## src/rtl/spi_ram_pkg.sv

```systemverilog
// spi_ram_pkg
// Shared types for the SPI RAM burst block: command opcodes, FSM states and
// a small width helper used to size the command payload.
package spi_ram_pkg;

    typedef enum logic [1:0] {
        OP_WR_ADDR = 2'b00,
        OP_WR_DATA = 2'b01,
        OP_RD_ADDR = 2'b10,
        OP_RD_DATA = 2'b11
    } op_t;

    typedef enum logic {
        ST_IDLE    = 1'b0,
        ST_TX_WAIT = 1'b1
    } state_t;

    function automatic int max_width(input int a, input int b);
        return (a > b) ? a : b;
    endfunction

endpackage

```

## src/rtl/spi_ram_mem.sv

```systemverilog
// spi_ram_mem
// Plain storage array: synchronous write, combinational read. No reset.
// Ports:
//   clk    - write clock
//   we     - write enable (caller guarantees waddr is in range)
//   waddr  - write address
//   wdata  - write data
//   raddr  - read address
//   rdata  - read data (combinational)
module spi_ram_mem #(
    parameter int DATA_WIDTH = 8,
    parameter int ADDR_WIDTH = 8,
    parameter int MEM_DEPTH  = 256
) (
    input  logic                  clk,
    input  logic                  we,
    input  logic [ADDR_WIDTH-1:0] waddr,
    input  logic [DATA_WIDTH-1:0] wdata,
    input  logic [ADDR_WIDTH-1:0] raddr,
    output logic [DATA_WIDTH-1:0] rdata
);

    logic [DATA_WIDTH-1:0] mem [MEM_DEPTH];

    always_ff @(posedge clk) begin
        if (we) begin
            mem[waddr] <= wdata;
        end
    end

    assign rdata = mem[raddr];

endmodule

```

## src/rtl/spi_ram_burst.sv

```systemverilog
// spi_ram_burst
// Parametrised single-port RAM between the SPI slave receive path and the
// MISO serialiser. Commands arrive on din/rx_valid; read data leaves on
// dout with a tx_valid/tx_ready handshake that is abandoned after TX_TIMEOUT
// cycles without acceptance.
// Optional feature macro: SPI_RAM_AUTOINC_EN (pointer post-increment with
// wrap at MEM_DEPTH-1).
// Ports:
//   clk         - clock, rising edge
//   rst         - asynchronous active-high reset
//   din         - {opcode[1:0], payload[PAY_W-1:0]}
//   rx_valid    - din holds a command this cycle
//   tx_ready    - downstream accepts dout
//   dout        - read data
//   tx_valid    - dout valid
//   busy        - high while waiting for the TX handshake
//   err_addr    - pulse: WR_DATA/RD_DATA to an address >= MEM_DEPTH
//   err_busy    - pulse: RD_DATA dropped while busy
//   err_timeout - pulse: TX word dropped by timeout
module spi_ram_burst
    import spi_ram_pkg::*;
#(
    parameter int DATA_WIDTH = 8,
    parameter int ADDR_WIDTH = 8,
    parameter int MEM_DEPTH  = 256,
    parameter int TX_TIMEOUT = 8,
    localparam int PAY_W     = max_width(DATA_WIDTH, ADDR_WIDTH)
) (
    input  logic                  clk,
    input  logic                  rst,
    input  logic [PAY_W+1:0]      din,
    input  logic                  rx_valid,
    input  logic                  tx_ready,
    output logic [DATA_WIDTH-1:0] dout,
    output logic                  tx_valid,
    output logic                  busy,
    output logic                  err_addr,
    output logic                  err_busy,
    output logic                  err_timeout
);

    localparam int CNT_W = $clog2(TX_TIMEOUT + 1);
    localparam logic [CNT_W-1:0]      CNT_LAST  = CNT_W'(TX_TIMEOUT - 1);
    // One extra bit so MEM_DEPTH == 2**ADDR_WIDTH is representable.
    localparam logic [ADDR_WIDTH:0]   DEPTH_EXT = (ADDR_WIDTH + 1)'(MEM_DEPTH);
    localparam logic [ADDR_WIDTH-1:0] LAST_ADDR = ADDR_WIDTH'(MEM_DEPTH - 1);

    state_t                  state, state_n;
    logic [ADDR_WIDTH-1:0]   wr_addr, wr_addr_n;
    logic [ADDR_WIDTH-1:0]   rd_addr, rd_addr_n;
    logic [CNT_W-1:0]        cnt, cnt_n;
    logic [DATA_WIDTH-1:0]   dout_n;
    logic                    tx_valid_n;
    logic                    err_addr_n, err_busy_n, err_timeout_n;

    op_t                     op;
    logic [PAY_W-1:0]        payload;
    logic                    wr_in_range, rd_in_range;
    logic                    mem_we;
    logic [DATA_WIDTH-1:0]   mem_rdata;

    assign op          = op_t'(din[PAY_W+1:PAY_W]);
    assign payload     = din[PAY_W-1:0];
    assign wr_in_range = ({1'b0, wr_addr} < DEPTH_EXT);
    assign rd_in_range = ({1'b0, rd_addr} < DEPTH_EXT);
    assign busy        = (state == ST_TX_WAIT);

`ifdef SPI_RAM_AUTOINC_EN
    function automatic logic [ADDR_WIDTH-1:0] next_ptr(input logic [ADDR_WIDTH-1:0] p);
        return (p == LAST_ADDR) ? '0 : p + ADDR_WIDTH'(1);
    endfunction
`endif

    spi_ram_mem #(
        .DATA_WIDTH (DATA_WIDTH),
        .ADDR_WIDTH (ADDR_WIDTH),
        .MEM_DEPTH  (MEM_DEPTH)
    ) u_mem (
        .clk   (clk),
        .we    (mem_we),
        .waddr (wr_addr),
        .wdata (payload[DATA_WIDTH-1:0]),
        .raddr (rd_addr),
        .rdata (mem_rdata)
    );

    always_ff @(posedge clk or posedge rst) begin
        if (rst) begin
            state       <= ST_IDLE;
            wr_addr     <= '0;
            rd_addr     <= '0;
            cnt         <= '0;
            dout        <= '0;
            tx_valid    <= 1'b0;
            err_addr    <= 1'b0;
            err_busy    <= 1'b0;
            err_timeout <= 1'b0;
        end else begin
            state       <= state_n;
            wr_addr     <= wr_addr_n;
            rd_addr     <= rd_addr_n;
            cnt         <= cnt_n;
            dout        <= dout_n;
            tx_valid    <= tx_valid_n;
            err_addr    <= err_addr_n;
            err_busy    <= err_busy_n;
            err_timeout <= err_timeout_n;
        end
    end

    always_comb begin
        state_n       = state;
        wr_addr_n     = wr_addr;
        rd_addr_n     = rd_addr;
        cnt_n         = cnt;
        dout_n        = dout;
        tx_valid_n    = tx_valid;
        err_addr_n    = 1'b0;
        err_busy_n    = 1'b0;
        err_timeout_n = 1'b0;
        mem_we        = 1'b0;

        // Pointer and write commands execute in either state.
        if (rx_valid) begin
            case (op)
                OP_WR_ADDR: wr_addr_n = payload[ADDR_WIDTH-1:0];
                OP_WR_DATA: begin
                    if (wr_in_range) begin
                        mem_we = 1'b1;
                    end else begin
                        err_addr_n = 1'b1;
                    end
`ifdef SPI_RAM_AUTOINC_EN
                    wr_addr_n = next_ptr(wr_addr);
`endif
                end
                OP_RD_ADDR: rd_addr_n = payload[ADDR_WIDTH-1:0];
                default: ;
            endcase
        end

        case (state)
            ST_IDLE: begin
                if (rx_valid && op == OP_RD_DATA) begin
                    dout_n     = rd_in_range ? mem_rdata : '0;
                    err_addr_n = !rd_in_range;
                    tx_valid_n = 1'b1;
                    cnt_n      = '0;
                    state_n    = ST_TX_WAIT;
`ifdef SPI_RAM_AUTOINC_EN
                    rd_addr_n  = next_ptr(rd_addr);
`endif
                end
            end
            ST_TX_WAIT: begin
                if (rx_valid && op == OP_RD_DATA) begin
                    err_busy_n = 1'b1;
                end
                if (tx_ready) begin
                    tx_valid_n = 1'b0;
                    state_n    = ST_IDLE;
                end else if (cnt == CNT_LAST) begin
                    tx_valid_n    = 1'b0;
                    err_timeout_n = 1'b1;
                    state_n       = ST_IDLE;
                end else begin
                    cnt_n = cnt + CNT_W'(1);
                end
            end
            default: state_n = ST_IDLE;
        endcase
    end

endmodule

```

## config.mk

```make
export PLATFORM = sky130hd
export DESIGN_NAME = spi_ram_burst
export DESIGN_NICKNAME = d
export VERILOG_FILES = /design/src/rtl/spi_ram_pkg.sv /design/src/rtl/spi_ram_mem.sv /design/src/rtl/spi_ram_burst.sv
export SDC_FILE = /design/constraint.sdc
export NUM_CORES = 2
export LEC_CHECK = 0
export BUFFER_PORTS_ARGS = -buffer_cell sky130_fd_sc_hd__buf_4
export CAP_MARGIN = 15
export CORE_UTILIZATION = 40
export DETAILED_ROUTE_END_ITERATION = 12
export SYNTH_ARGS = -nofsm -noshare
export SYNTH_HDL_FRONTEND = slang
export SYNTH_SLANG_ARGS = --single-unit
```

## constraint.sdc

```tcl
create_clock -name clk -period 2.89 [get_ports clk]
set_input_delay 0.4335 -clock clk [delete_from_list [all_inputs] [get_ports clk]]
set_output_delay 0.4335 -clock clk [all_outputs]
set_load 0.005 [all_outputs]
```

==> parameters.txt <==
Parameter                              Value

Synth
  Xor and xnor area share after synthesis ... 0.0216%
  Number of synthesized register bits ... 2080
  Area share of fa/ha/maj cells after synthesis ... 0.0154%
  Most used standard cell by instance count after synthesis ... sky130_fd_sc_hd__edfxtp_1
  Combinational family with the most area after synthesis ... multiplexers
  Synthesis warning total ... 0
  Synthesized netlist net count ... 4055
  Simple-gate area share of the yosys netlist ... 2.83%
  Area fraction in compound gates after synthesis ... under 10%
  Number of enable-type register cells in the synthesized netlist ... approximately 2k
  Fraction of synthesized area in multiplexers ... 14.5%
  Most common library cells after synthesis ... sky130_fd_sc_hd__edfxtp_1 (2048), sky130_fd_sc_hd__mux2i_1 (422), sky130_fd_sc_hd__mux4_2 (323)
  Post-synthesis area per instance ... 20.1 µm²
  Distinct cells, synth ... 56
  Cell Area, Synth ... 0.0811 mm²
  Synthesized netlist cell count ... 4040
  Area share of the largest cell type after synthesis ... between 70% and 80%
  Leading cell types by total area after synthesis ... sky130_fd_sc_hd__edfxtp_1 (76%), sky130_fd_sc_hd__mux4_2 (9.0%), sky130_fd_sc_hd__mux2i_1 (5.2%)
  Biggest area consumer among synthesized cells ... sky130_fd_sc_hd__edfxtp_1
  Asr flop ratio synth ... under 10%
  Commonest register cell after synthesis ... sky130_fd_sc_hd__edfxtp_1
  Portion of the post-synthesis area used by sequential elements ... slightly below 80%

STA
  Final Hold Vio Count ... 0
  Setup TNS after final layout ... 0 ns
  Worst clock skew ... between 0.05 and 0.06 ns
  Worst rel slew slack ... 39.7%
  Final critical-path share of the clock period ... 99.9%
  Post-route minimum period ... 2.89 ns
  Count of final max-slew check failures ... 0
  Number of setup violations in the final report ... 0
  Highest clock rate ... 0.346 GHz
  Transition time at the pin with the least slew margin ... around 0.9 ns
  Min Hold Slack ... 0.0273 ns

Route
  Routed len/inst ... about 28 µm
  Wire length reported by the detailed router ... 208 mm
  Remaining design rule violation count ... 0
  Iteration count of the initial detailed-routing pass ... 5
  Antenna viol nets, final ... 0
  Violation count after the first detailed-routing iteration ... around 4.8k
  Total number of vias ... 42.1k
  Via-per-instance ratio ... 5.63

Job
  Max-capacitance violation count ... 0

Die
  Starting Density ... between 40 and 50%
  Floorplan die area ... a little over 0.2 mm²
  Floorplan core area ... about 0.20 mm²
  Die height ... 452 µm
  Number of top-level design ports ... 27
  Number of placement rows ... roughly 160
  DIE WIDTH ... roughly 450 µm

Finish
  Fill cell count ... 16.4k
  Layout Nets ... 4648
  Sequential Area ... 0.0623 mm²
  Final Instance Count excl. Fillers ... 7467
  Layout Area Growth over Synthesis ... 18.4%
  Total area of multi-input combinational cells ... 0.0177 mm²
  Fraction of final layout cells sized beyond drive strength 1 ... 28.2%

Clocking
  Clock transition at the register clock pins on the worst setup and hold paths after CTS ... 0.06 ns
  Buffer depth of the longest clock path ... 3
  Maximum level of the CTS H-tree ... 4
  Number of clock sinks ... 2080
  CTS tree ... yes
  Clk root buf ... sky130_fd_sc_hd__clkbuf_16
  Cts bufs inserted ... 204
  Clock latency of the later-clocked register in the worst-skew pair ... 0.85 ns

Critical path
  Critical path fanouts, max ... 24
  CP arrival ... ~3.6 ns
  Capture point of the critical path ... dout[1]$_DFFE_PP0P_
  Reg2reg end ... dout[1]$_DFFE_PP0P_
  Source of the worst register-to-register timing path ... rd_addr[2]$_DFFE_PP0P_
  Number of cells on the worst reg-to-reg path ... 9
  Setup crit end kind ... register
  CP startpoint kind ... register
  Required time at the endpoint of the critical path ... about 3.7 ns
  FF-to-FF setup slack ... 0.002 ns
  Launching instance or port of the critical path ... rd_addr[2]$_DFFE_PP0P_
  Kind of critical path ... reg -> reg

Placed design
  Number of buffer cells added on primary ports ... 25
  Post-DP HPWL ... 130 mm
  Gp weighted congestion ... approximately 0.86
  Cell Count Post-Placement ... 7052

Outcome
  Run status ... finished, final reports clean

Power and ir drop
  Sum of internal, switching and leakage power ... roughly 70 mW
  Power Density ... 729 mW/mm²
  Cell leakage power ... 31.5 nW
  Max rail drop VDD ... 0.566 mV

GRT
  Overall overflow remaining after global route ... 0
  First-pass GRT wire length ... 297 mm
  Antenna violations before repair ... 2
  Pin count of the biggest net entering global routing ... 91
  Via count of the first global-routing pass ... between 40k and 50k
  GRT Resource Usage Total ... 20.1%

Hold path
  Hold Crit Class ... in -> reg
-- critical path: stages, from the launching register on --
cell	delay (ns)
sky130_fd_sc_hd__dfrtp_2	0.46
sky130_fd_sc_hd__buf_12	0.26
sky130_fd_sc_hd__nand2_2	0.18
sky130_fd_sc_hd__buf_4	0.25
sky130_fd_sc_hd__o221ai_2	0.30
sky130_fd_sc_hd__o22ai_2	0.15
sky130_fd_sc_hd__o21ai_2	0.23
sky130_fd_sc_hd__o21ai_4	0.13
sky130_fd_sc_hd__a2111o_1	0.61
sky130_fd_sc_hd__o21ai_1	0.19
-- flip-flops by register name, summed over array words and instances (netlist names) --
register     cells
u_mem.mem     2048
dout             8
rd_addr          8
wr_addr          8
cnt              4
busy             1
err_busy         1
err_timeout      1
tx_valid         1
-- cell families (layout without fill, tap and decap cells) --
kind of cell               Yosys count  after routing
DFF                               2080           2080
muxes                              764            764
and+or+nand+nor                    497            497
AOI/OAI and AO/OA                  442            442
buffers and inverters              253           1022
xor gates and xnor gates             2              2
adders and majority gates            1              1
other                                1              3
-- how the worst min path moves through the flow --
stage	from	end	slack (ns)	depth (start not counted)
6_report	din[1]	u_mem.mem[109][1]$_DFFE_PP_	0.03	1
3_5_place_dp	tx_valid$_DFFE_PP0P_	tx_valid$_DFFE_PP0P_	0.50	2
2_1_floorplan	tx_valid$_DFFE_PP0P_	tx_valid$_DFFE_PP0P_	0.47	2
4_1_cts	din[1]	u_mem.mem[109][1]$_DFFE_PP_	0.002	1
3_3_place_gp	tx_valid$_DFFE_PP0P_	tx_valid$_DFFE_PP0P_	0.46	2
5_1_grt	din[6]	u_mem.mem[216][6]$_DFFE_PP_	0.03	1
-- per-stage QoR --
stage	util (%)	cell area, µm²	worst slack (ns)
3_5_place_dp	44.1	88400	-0.294
5_1_grt	47.9	96000	-0.0311
3_3_place_gp	44.1	88400	-0.281
2_1_floorplan	-	81100	0.550
6_report	47.9	96000	0.00233
4_1_cts	47.6	95500	-0.0190
-- layout by cell type (no fill, tap or decap), types with 8 or more instances in the layout --
cell type / count
sky130_fd_sc_hd__o22ai_1: 34
sky130_fd_sc_hd__nor2b_1: 9
sky130_fd_sc_hd__mux4_2: 323
sky130_fd_sc_hd__clkbuf_16: 211
sky130_fd_sc_hd__nand4_1: 48
sky130_fd_sc_hd__a21oi_1: 32
sky130_fd_sc_hd__nand2_1: 54
sky130_fd_sc_hd__bufinv_16: 19
sky130_fd_sc_hd__clkinvlp_4: 9
sky130_fd_sc_hd__clkinv_2: 27
sky130_fd_sc_hd__nor2_1: 285
sky130_fd_sc_hd__o21ai_2: 11
sky130_fd_sc_hd__clkinv_1: 59
sky130_fd_sc_hd__o221ai_2: 16
sky130_fd_sc_hd__nand3_2: 16
sky130_fd_sc_hd__o221ai_1: 46
sky130_fd_sc_hd__buf_4: 538
sky130_fd_sc_hd__buf_16: 10
sky130_fd_sc_hd__and3_1: 13
sky130_fd_sc_hd__buf_8: 10
sky130_fd_sc_hd__buf_12: 63
sky130_fd_sc_hd__o21ai_0: 20
sky130_fd_sc_hd__mux2_2: 17
sky130_fd_sc_hd__o21ai_1: 29
sky130_fd_sc_hd__nand3_1: 30
sky130_fd_sc_hd__a22oi_1: 181
sky130_fd_sc_hd__edfxtp_1: 2048
sky130_fd_sc_hd__clkbuf_1: 41
sky130_fd_sc_hd__mux2i_1: 420
sky130_fd_sc_hd__a211oi_2: 8
sky130_fd_sc_hd__dfrtp_1: 28
-- cell type report --
type,instances,area share [%]
tap,2656,3.46
timing repair buffer,634,6.19
sequential,2080,64.9
inverter,6,0.0261
multi-input combinational,1707,18.5
clock inverter,134,1.38
clock buffer,248,5.56
antenna,2,0.00521
-- routing by layer --
layer  wire length [µm]  global-route usage (%)
met5                  0                       0
met4               6860                    6.83
met3              15100                    3.57
met2              97900                    31.4
met1              87900                    28.3
-- where the power goes --
part	switching [mW]	internal (mW)
Sequential	0.269	33.3
Clock	11.5	14.9
Combinational	5.76	4.37
-- repair_timing --
action                                  CTS  global route
hold buffers                              4             0
pin swaps                                 8            15
setup buffers                            11            10
gates cloned                              2             4
endpoints found under the hold margin    21             0
endpoints found under the setup margin    8             8
resized for setup                        36            67
Power figures use the tool's default switching activity.
